`src/rtl/bcd_digit_encoder_pkg.sv`:
```
// rtl/bcd_digit_encoder_pkg.sv - shared digit codes and state encoding for the BCD encoder
package bcd_digit_encoder_pkg;

    localparam int DIGIT_W = 5;
    localparam int BCD_W   = 12;

    localparam logic [DIGIT_W-1:0] CODE_BLANK = 5'd16;
    localparam logic [DIGIT_W-1:0] CODE_DASH  = 5'd17;

    typedef enum logic [1:0] {
        IDLE   = 2'd0,
        SHIFT  = 2'd1,
        FINISH = 2'd2
    } state_t;

    // A BCD nibble is shown as its own value, zero-extended to a digit code.
    function automatic logic [DIGIT_W-1:0] nibble_code(input logic [3:0] nib);
        return {1'b0, nib};
    endfunction

endpackage

```
`src/rtl/bcd_digit_encoder_add3.sv`:
```
// rtl/bcd_digit_encoder_add3.sv - shift-and-add-3 correction for one BCD nibble
module bcd_add3_nibble (
    input  logic [3:0] din,
    output logic [3:0] dout
);

    // A nibble of 5 or more would exceed 9 after the next doubling, so pre-add 3.
    always_comb begin
        dout = din;
        if (din >= 4'd5) begin
            dout = din + 4'd3;
        end
    end

endmodule

```
`src/rtl/bcd_digit_encoder.sv`:
```
// rtl/bcd_digit_encoder.sv - sequential binary to three-digit display code converter
module bcd_digit_encoder
    import bcd_digit_encoder_pkg::*;
#(
    parameter int WIDTH    = 10,
    parameter int MAX_VAL  = 999,
    parameter bit BLANK_LZ = 1'b1
) (
    input  logic                clk,
    input  logic                rst,
    input  logic                start,
    input  logic [WIDTH-1:0]    value,
    output logic                busy,
    output logic                done,
    output logic [DIGIT_W-1:0]  u,
    output logic [DIGIT_W-1:0]  d,
    output logic [DIGIT_W-1:0]  c
);

    localparam int          CNT_W = $clog2(WIDTH + 1);
    localparam logic [31:0] MAX_U = 32'(MAX_VAL);

    state_t               state;
    state_t               state_next;
    logic [WIDTH-1:0]     bin;
    logic [BCD_W-1:0]     bcd;
    logic [BCD_W-1:0]     bcd_adj;
    logic [CNT_W-1:0]     cnt;
    logic                 ovf;
    logic [DIGIT_W-1:0]   code_u;
    logic [DIGIT_W-1:0]   code_d;
    logic [DIGIT_W-1:0]   code_c;

    genvar g;
    generate
        for (g = 0; g < 3; g++) begin : g_add3
            bcd_add3_nibble u_add3 (
                .din  (bcd[4*g +: 4]),
                .dout (bcd_adj[4*g +: 4])
            );
        end
    endgenerate

    // State register; reset aborts any conversion in flight.
    always_ff @(posedge clk or posedge rst) begin
        if (rst) begin
            state <= IDLE;
        end else begin
            state <= state_next;
        end
    end

    // Next-state: one shift per cycle for WIDTH cycles, then a single FINISH cycle.
    always_comb begin
        state_next = state;
        case (state)
            IDLE: begin
                if (start) begin
                    state_next = SHIFT;
                end
            end
            SHIFT: begin
                if (cnt == CNT_W'(1)) begin
                    state_next = FINISH;
                end
            end
            FINISH: begin
                state_next = IDLE;
            end
            default: begin
                state_next = IDLE;
            end
        endcase
    end

    // Map the finished BCD accumulator to display codes (dashes on overflow, optional leading blanks).
    always_comb begin
        code_u = nibble_code(bcd[3:0]);
        code_d = nibble_code(bcd[7:4]);
        code_c = nibble_code(bcd[11:8]);
        if (ovf) begin
            code_u = CODE_DASH;
            code_d = CODE_DASH;
            code_c = CODE_DASH;
        end else if (BLANK_LZ) begin
            if (bcd[11:8] == 4'd0) begin
                code_c = CODE_BLANK;
                if (bcd[7:4] == 4'd0) begin
                    code_d = CODE_BLANK;
                end
            end
        end
    end

    // Datapath: capture on start, double-dabble while shifting, publish all digits together on FINISH.
    always_ff @(posedge clk or posedge rst) begin
        if (rst) begin
            bin  <= '0;
            bcd  <= '0;
            cnt  <= '0;
            ovf  <= 1'b0;
            busy <= 1'b0;
            done <= 1'b0;
            u    <= CODE_BLANK;
            d    <= CODE_BLANK;
            c    <= CODE_BLANK;
        end else begin
            done <= 1'b0;
            case (state)
                IDLE: begin
                    if (start) begin
                        bin  <= value;
                        bcd  <= '0;
                        cnt  <= CNT_W'(WIDTH);
                        ovf  <= (32'(value) > MAX_U);
                        busy <= 1'b1;
                    end
                end
                SHIFT: begin
                    {bcd, bin} <= {bcd_adj, bin} << 1;
                    cnt        <= cnt - CNT_W'(1);
                end
                FINISH: begin
                    u    <= code_u;
                    d    <= code_d;
                    c    <= code_c;
                    done <= 1'b1;
                    busy <= 1'b0;
                end
                default: begin
                    busy <= 1'b0;
                end
            endcase
        end
    end

endmodule

```
`config.mk`:
```
export PLATFORM = sky130hd
export DESIGN_NAME = bcd_digit_encoder
export DESIGN_NICKNAME = d
export VERILOG_FILES = /design/src/rtl/bcd_digit_encoder_pkg.sv /design/src/rtl/bcd_digit_encoder_add3.sv /design/src/rtl/bcd_digit_encoder.sv
export SDC_FILE = /design/constraint.sdc
export NUM_CORES = 1
export LEC_CHECK = 0
export ABC_AREA = 1
export ABC_CLOCK_PERIOD_IN_PS = 1600
export BUFFER_PORTS_ARGS = -buffer_cell sky130_fd_sc_hd__buf_2
export CORE_MARGIN = 3
export CORE_UTILIZATION = 57
export DETAILED_ROUTE_END_ITERATION = 8
export GPL_ROUTABILITY_DRIVEN = 0
export GPL_TIMING_DRIVEN = 0
export PLACE_DENSITY = 0.8
export SKIP_LAST_GASP = 1
export SLEW_MARGIN = 20
export SYNTH_ARGS = -nofsm -noshare
export SYNTH_HDL_FRONTEND = slang
export SYNTH_SLANG_ARGS = --single-unit
```
`constraint.sdc`:
```
create_clock -name clk -period 1.6 [get_ports clk]
set_input_delay 0.08 -clock clk [delete_from_list [all_inputs] [get_ports clk]]
set_output_delay 0.08 -clock clk [all_outputs]
set_load 0.05 [all_outputs]
```
==> reports/metrics.cfg, run 1 <==
[status]
outcome=complete, no violations

[cells_and_area]
area_growth_pct=14.8
antennaDiodeCount=0
fin_cells=342
nets=314
drive_above_1_share=0.224
stdcell_area_um2=2560
nFillCells=296

[yosys]
syn_area_per_cell_um2=8.76
ys.flop_type=dfrtp_1
synthCells=255
synth_edf_count=0
async_flop_share=1.00
syn-num-nets=276
ys_ff_latch=46
synthDistinctLibCells=27
synth_area_um2=2230
ys_seq_area_frac=0.517
ys_warn_count=0

[sta]
report.final.slew_viol_count=0
fin_crit_sh=0.880
maxSlewHeadroom=0.709
fin_crit_ns=1.41
skew_ns=0.00635
tightest_slew_ns=0.436
setup_viol=0
hold_viol_final=0
rsz0062_at_grt=no
fin_tns_setup_ns=0
timing.fmax_ghz=0.710

[global_route]
track_usage=0.218
grt_start_max_net_pins=28
antenna_found_initial=0
grt_first_pass_wirelength_um=7530
grt_remaining_overflow=0
grt_pass1_vias=1671

[pwr]
p_comb_frac=0.518
peakVddDrop_mv=1.15
powerDensity_nw_per_um2=2180
clockPowerShare=0.129
power.share.sequential=0.352
p_int_mw=2.96
p_leak_nw=1.32
swShare=0.471
p_sw_mw=2.64

[cts]
postCtsSetupBuffers=0
clk_latency_ns=0.30
ctsLongestPathBuffers=2
clkSinkCount=46
htreeDepth=2
tritoncts=yes
cts-buffers-inserted=5
path_clk_slew_ns=0.08
cts_root_buf=clkbuf_8

[floorplanning]
die_w_um=68.6
dieArea_um2=4710
die_h_um=68.6
std_cell_rows=22
ios=30
start_util=0.601
core_area_um2=3720

[min_path]
hold_depth=3
hold_class=in -> reg

[placed_design]
numPlacedInstances=333
dpl_cell_area_um2=2460
hpwlAfterDp_um=3250
io_buffers=29

[drt]
drc_errors=0
drt-initial-drc-count=154
drt-total-wl_um=4480
antenna_left=0
drt_pre_antenna_iters=5
viasPerCell=5.32
num_vias=1820
avgRoutedWirePerCell_um=13.1

[job]
maxCapViolCount=0

[setup_path]
rr_worst_depth=8
start_kind=register
critPathMaxFanout=5
critPathKind=reg -> reg
crit_required_ns=1.84
worst_setup_path_end_kind=register
cp.arrival_ns=1.65

==> cell type report <==
class	instances	area (µm²)	area share
buffer	6	41.3	0.0161
clock buffer	7	86.3	0.0337
clock inverter	1	5.00	0.00195
inverter	40	155	0.0605
multi-input combinational	163	887	0.346
sequential	46	1150	0.450
tap	48	60.1	0.0234
timing repair buffer	31	175	0.0683
==> cells in the mapped netlist (2+ instances only) <==
library cell  instances  share of area
a21oi_1               7          0.016
buf_2                 2         0.0045
buf_4                 2         0.0067
dfrtp_1              43           0.48
dfstp_2               3          0.035
ha_1                  8          0.045
inv_1                36          0.060
inv_2                 2         0.0034
inv_4                 2         0.0056
nand2_1              59          0.099
nand3_1              18          0.040
nand4_1               5          0.014
nor2_1               12          0.020
o211ai_1              7          0.024
o21ai_0              27          0.060
o21ai_2               9          0.035
o22ai_1               3         0.0084
==> worst max-delay path: stages, from the launching register on <==
cell and delay (ns):
dfrtp_1 0.44, inv_1 0.13, ha_1 0.19, inv_1 0.09, a21oi_2 0.19, nand2_1 0.10, nand2_1 0.07, nand3_1 0.07
nand2_1 0.07
==> flip-flops by register name, indices dropped and copies added, names as in the netlist <==
name and count:
d 5, done 1, ovf 1, busy 1, c 5, state 2, bcd 12, cnt 4
u 5, bin 10
==> placed cells by master (no fill, tap or decap), drive strengths merged <==
cell | netlist | final
a21oi | 7 | 7
a22oi | 1 | 1
buf | 5 | 35
clkbuf | 1 | 8
clkinv | 0 | 1
dfrtp | 43 | 43
dfstp | 3 | 3
dlygate4sd3 | 0 | 1
ha | 8 | 8
inv | 40 | 40
nand2 | 60 | 60
nand3 | 19 | 19
nand4 | 5 | 5
nor2 | 15 | 15
nor3 | 1 | 1
o211ai | 7 | 7
o21ai | 36 | 36
o22ai | 3 | 3
xnor2 | 1 | 1
==> kinds of logic after synthesis <==
| group | after synthesis | share of synthesized area |
|---|---|---|
| adders and majority gates | 8 | 0.0448 |
| DFF | 46 | 0.517 |
| AOI/OAI and AO/OA | 54 | 0.147 |
| xor gates and xnor gates | 1 | 0.00392 |
| buffers and inverters | 46 | 0.0879 |
| and+or+nand+nor | 100 | 0.200 |
==> final timing paths <==
path / from / endpoint / slack [ns]
max: bcd[4]$_DFFE_PP0P_ / bcd[5]$_DFFE_PP0P_ / 0.19
min: value[0] / bin[0]$_DFFE_PP0P_ / 0.008
max reg2reg: bcd[4]$_DFFE_PP0P_ / bcd[5]$_DFFE_PP0P_ / 0.19
min reg2reg: c[2]$_DFFE_PP0P_ / c[2]$_DFFE_PP0P_ / 0.48
max in group asynchronous: rst / bcd[1]$_DFFE_PP0P_ / 0.79
min in group asynchronous: rst / c[0]$_DFFE_PP0P_ / 0.32
==> what timing repair did <==
item,4_1_cts,5_1_grt
endpoints found under the setup margin,0,3
hold buffers,1,0
resized for setup,0,2
hold endpoints to repair,16,0
==> power by group through the flow <==
stage | clock network (mW) | logic, mW | registers, mW
after floorplan | 0 | 1.77 | 2.43
after global placement | 0 | 2.78 | 1.96
after detailed placement | 0 | 2.88 | 1.98
after CTS | 0.724 | 2.90 | 1.96
after global routing | 0.798 | 3.30 | 2.02
final | 0.724 | 2.90 | 1.97
==> per-layer routing <==
layer / routed length (µm) / global-route usage / share of wire / vias up
li1: - / - / - / 903
met1: 2040 / 0.286 / 0.46 / 870
met2: 2180 / 0.353 / 0.49 / 40
met3: 191 / 0.0535 / 0.043 / 7
met4: 61 / 0.0744 / 0.014 / 0
met5: 0 / 0 / 0 / -
==> stage by stage <==
stage          setup slack, ns   util  hold WS [ns]  total power, mW
2_1_floorplan            0.345      -         0.201             4.20
6_report                 0.192  0.690       0.00823             5.59
4_1_cts                  0.126  0.689        0.0126             5.58
5_1_grt                 0.0544  0.690        0.0376             6.12
3_3_place_gp            -0.110  0.657         0.312             4.73
3_5_place_dp             0.151  0.662         0.108             4.86
No activity file was read; power rests on OpenSTA's default activity.
==> inputs of run 2 (changes only) <==
BUFFER_PORTS_ARGS = not set   (was -buffer_cell sky130_fd_sc_hd__buf_2)
CORE_UTILIZATION = 60   (was 57)
DONT_BUFFER_PORTS = 1   (was not set)
MAX_ROUTING_LAYER = met4   (was not set)
PLACE_DENSITY = 0.77   (was 0.8)
TNS_END_PERCENT = 30   (was not set)
==> run 2 against run 1 <==
Critical endpoint is now bcd[2]$_DFFE_PP0P_. Final area decreased by 2.0%. Die area fell by 4.6%. Sequential share of layout area is 0.94 points higher. Clock skew shrank 0.0022 ns. Cell count decreased by 6.7%. Via count down 4.9%. Critical path depth unchanged.
==> reports/metrics.cfg, run 2 (synthesis results as in run 1) <==
[global_route]
grt_pass1_vias=1767
grtUsageMet1=0.311
grt_start_max_net_pins=27
antenna_found_initial=0
grt_busiest_layer=met2
grt_first_pass_wirelength_um=8050
gr-usage-met3=0.0506
track_usage=0.246
grt_remaining_overflow=0
use_met2=0.385

[cells_and_area]
stdcell_area_um2=2510
final_cell_mix=nand2_1, dfrtp_1, inv_1
final_common_cell=nand2_1
reg_top3=bcd: 12 flops, bin: 10 flops
drive_above_1_share=0.136
max_flop_register=bcd
area_growth_pct=12.4
nets=293
antennaDiodeCount=0
largest_reg_flops=12

[placed_design]
dpl_cell_area_um2=2310
hpwlAfterDp_um=3140
io_buffers=0
pre_cts_ws_ns=0.136

[cts]
htreeDepth=2
cts_root_buf=clkbuf_8
path_clk_slew_ns=0.08
clkSinkCount=46
postCtsSetupBuffers=0
cts-buffers-inserted=5
tritoncts=yes
clk_latency_ns=0.30
ctsLongestPathBuffers=2

[drt]
viasPerCell=5.43
drt_pre_antenna_iters=5
num_vias=1731
avgRoutedWirePerCell_um=14.4
antenna_left=0
drt-total-wl_um=4610
drc_errors=0
drt-initial-drc-count=125

[floorplanning]
start_util=0.644
ios=30
std_cell_rows=21
dieArea_um2=4490
core_area_um2=3470
die_h_um=67.0
die_w_um=67.0

[setup_path]
critPathMaxFanout=4
crit_required_ns=1.85
critPathKind=reg -> reg
worst_setup_path_end_kind=register
cp.arrival_ns=1.68
regToRegSetupSlack_ns=0.16
rr_worst_depth=8
timing.rr.start=bcd[0]$_DFFE_PP0P_
reg2reg_to=bcd[2]$_DFFE_PP0P_
start_kind=register

[min_path]
hold_depth=2
hold_end=bin[9]$_DFFE_PP0P_
hold_class=in -> reg
hp-start=value[9]

[pwr]
p_leak_nw=1.24
peakVddDrop_mv=1.17
powerDensity_nw_per_um2=2220
power_mw=5.58

[status]
outcome=complete, no violations

[sta]
fin_ws_ns=0.162
skew_ns=0.00411
report.final.slew_viol_count=0
tightest_slew_ns=0.523
fin_crit_sh=0.899
timing.fmax_ghz=0.696
fin_crit_ns=1.44
maxSlewHeadroom=0.652
fin_tns_setup_ns=0
hold_viol_final=0
setup_viol=0
rsz0062_at_grt=no

[job]
maxCapViolCount=0

[run 2: cell types whose count changed in the layout (fill, tap and decap cells not counted), sizes merged]
cell         delta
clkbuf          +1
clkinv          -1
buf            -29
dlygate4sd3     +8
[run 2: critical path, stage by stage (launching register included)]
cell and delay [ns]:
dfrtp_1 0.42, inv_1 0.16, ha_1 0.19, inv_1 0.07, o21ai_1 0.22, nand2_1 0.12
nand2_1 0.07, nand3_1 0.06, nand2_1 0.07
[run 2: worst max path at each step]
stage / startpoint / end / slack (ns) / cells after the start
5_1_grt: bcd[5]$_DFFE_PP0P_ / bcd[5]$_DFFE_PP0P_ / 0.01 / 7
2_1_floorplan: bcd[0]$_DFFE_PP0P_ / bcd[1]$_DFFE_PP0P_ / 0.35 / 7
6_report: bcd[0]$_DFFE_PP0P_ / bcd[2]$_DFFE_PP0P_ / 0.16 / 8
3_5_place_dp: bcd[0]$_DFFE_PP0P_ / bcd[2]$_DFFE_PP0P_ / 0.14 / 7
4_1_cts: bcd[0]$_DFFE_PP0P_ / bcd[2]$_DFFE_PP0P_ / 0.11 / 7
3_3_place_gp: rst / u[2]$_DFFE_PP0P_ / -0.03 / 1
[run 2: what timing repair did]
item | CTS | global route
gates resized for setup | 0 | 1
endpoints found under the setup margin | 0 | 1
hold buffers | 9 | 0
endpoints found under the hold margin | 29 | 0
[run 2: power by group]
group	internal, mW	switching (mW)
Clock	0.436	0.384
Combinational	0.827	1.44
Sequential	1.68	0.817
[run 2: per-stage QoR]
step,std cells,hold WS [ns],util
after floorplan,255,0.201,-
after global placement,301,0.230,0.661
after detailed placement,302,0.00160,0.667
after CTS,319,0.00912,0.724
after global routing,319,0.00521,0.724
final,319,0.00796,0.724
[run 2: layout make-up]
type	instances	area [µm²]
timing repair buffer	10	110
sequential	46	1150
multi-input combinational	163	883
tap	46	57.6
inverter	40	155
clock buffer	8	110
fill	265	956
buffer	6	41.3
[run 2: routing by layer]
layer / up-vias / share of wire
met4: 0 / 0.026
met3: 13 / 0.046
met2: 44 / 0.47
li1: 861 / -
met1: 813 / 0.46
met5: - / 0
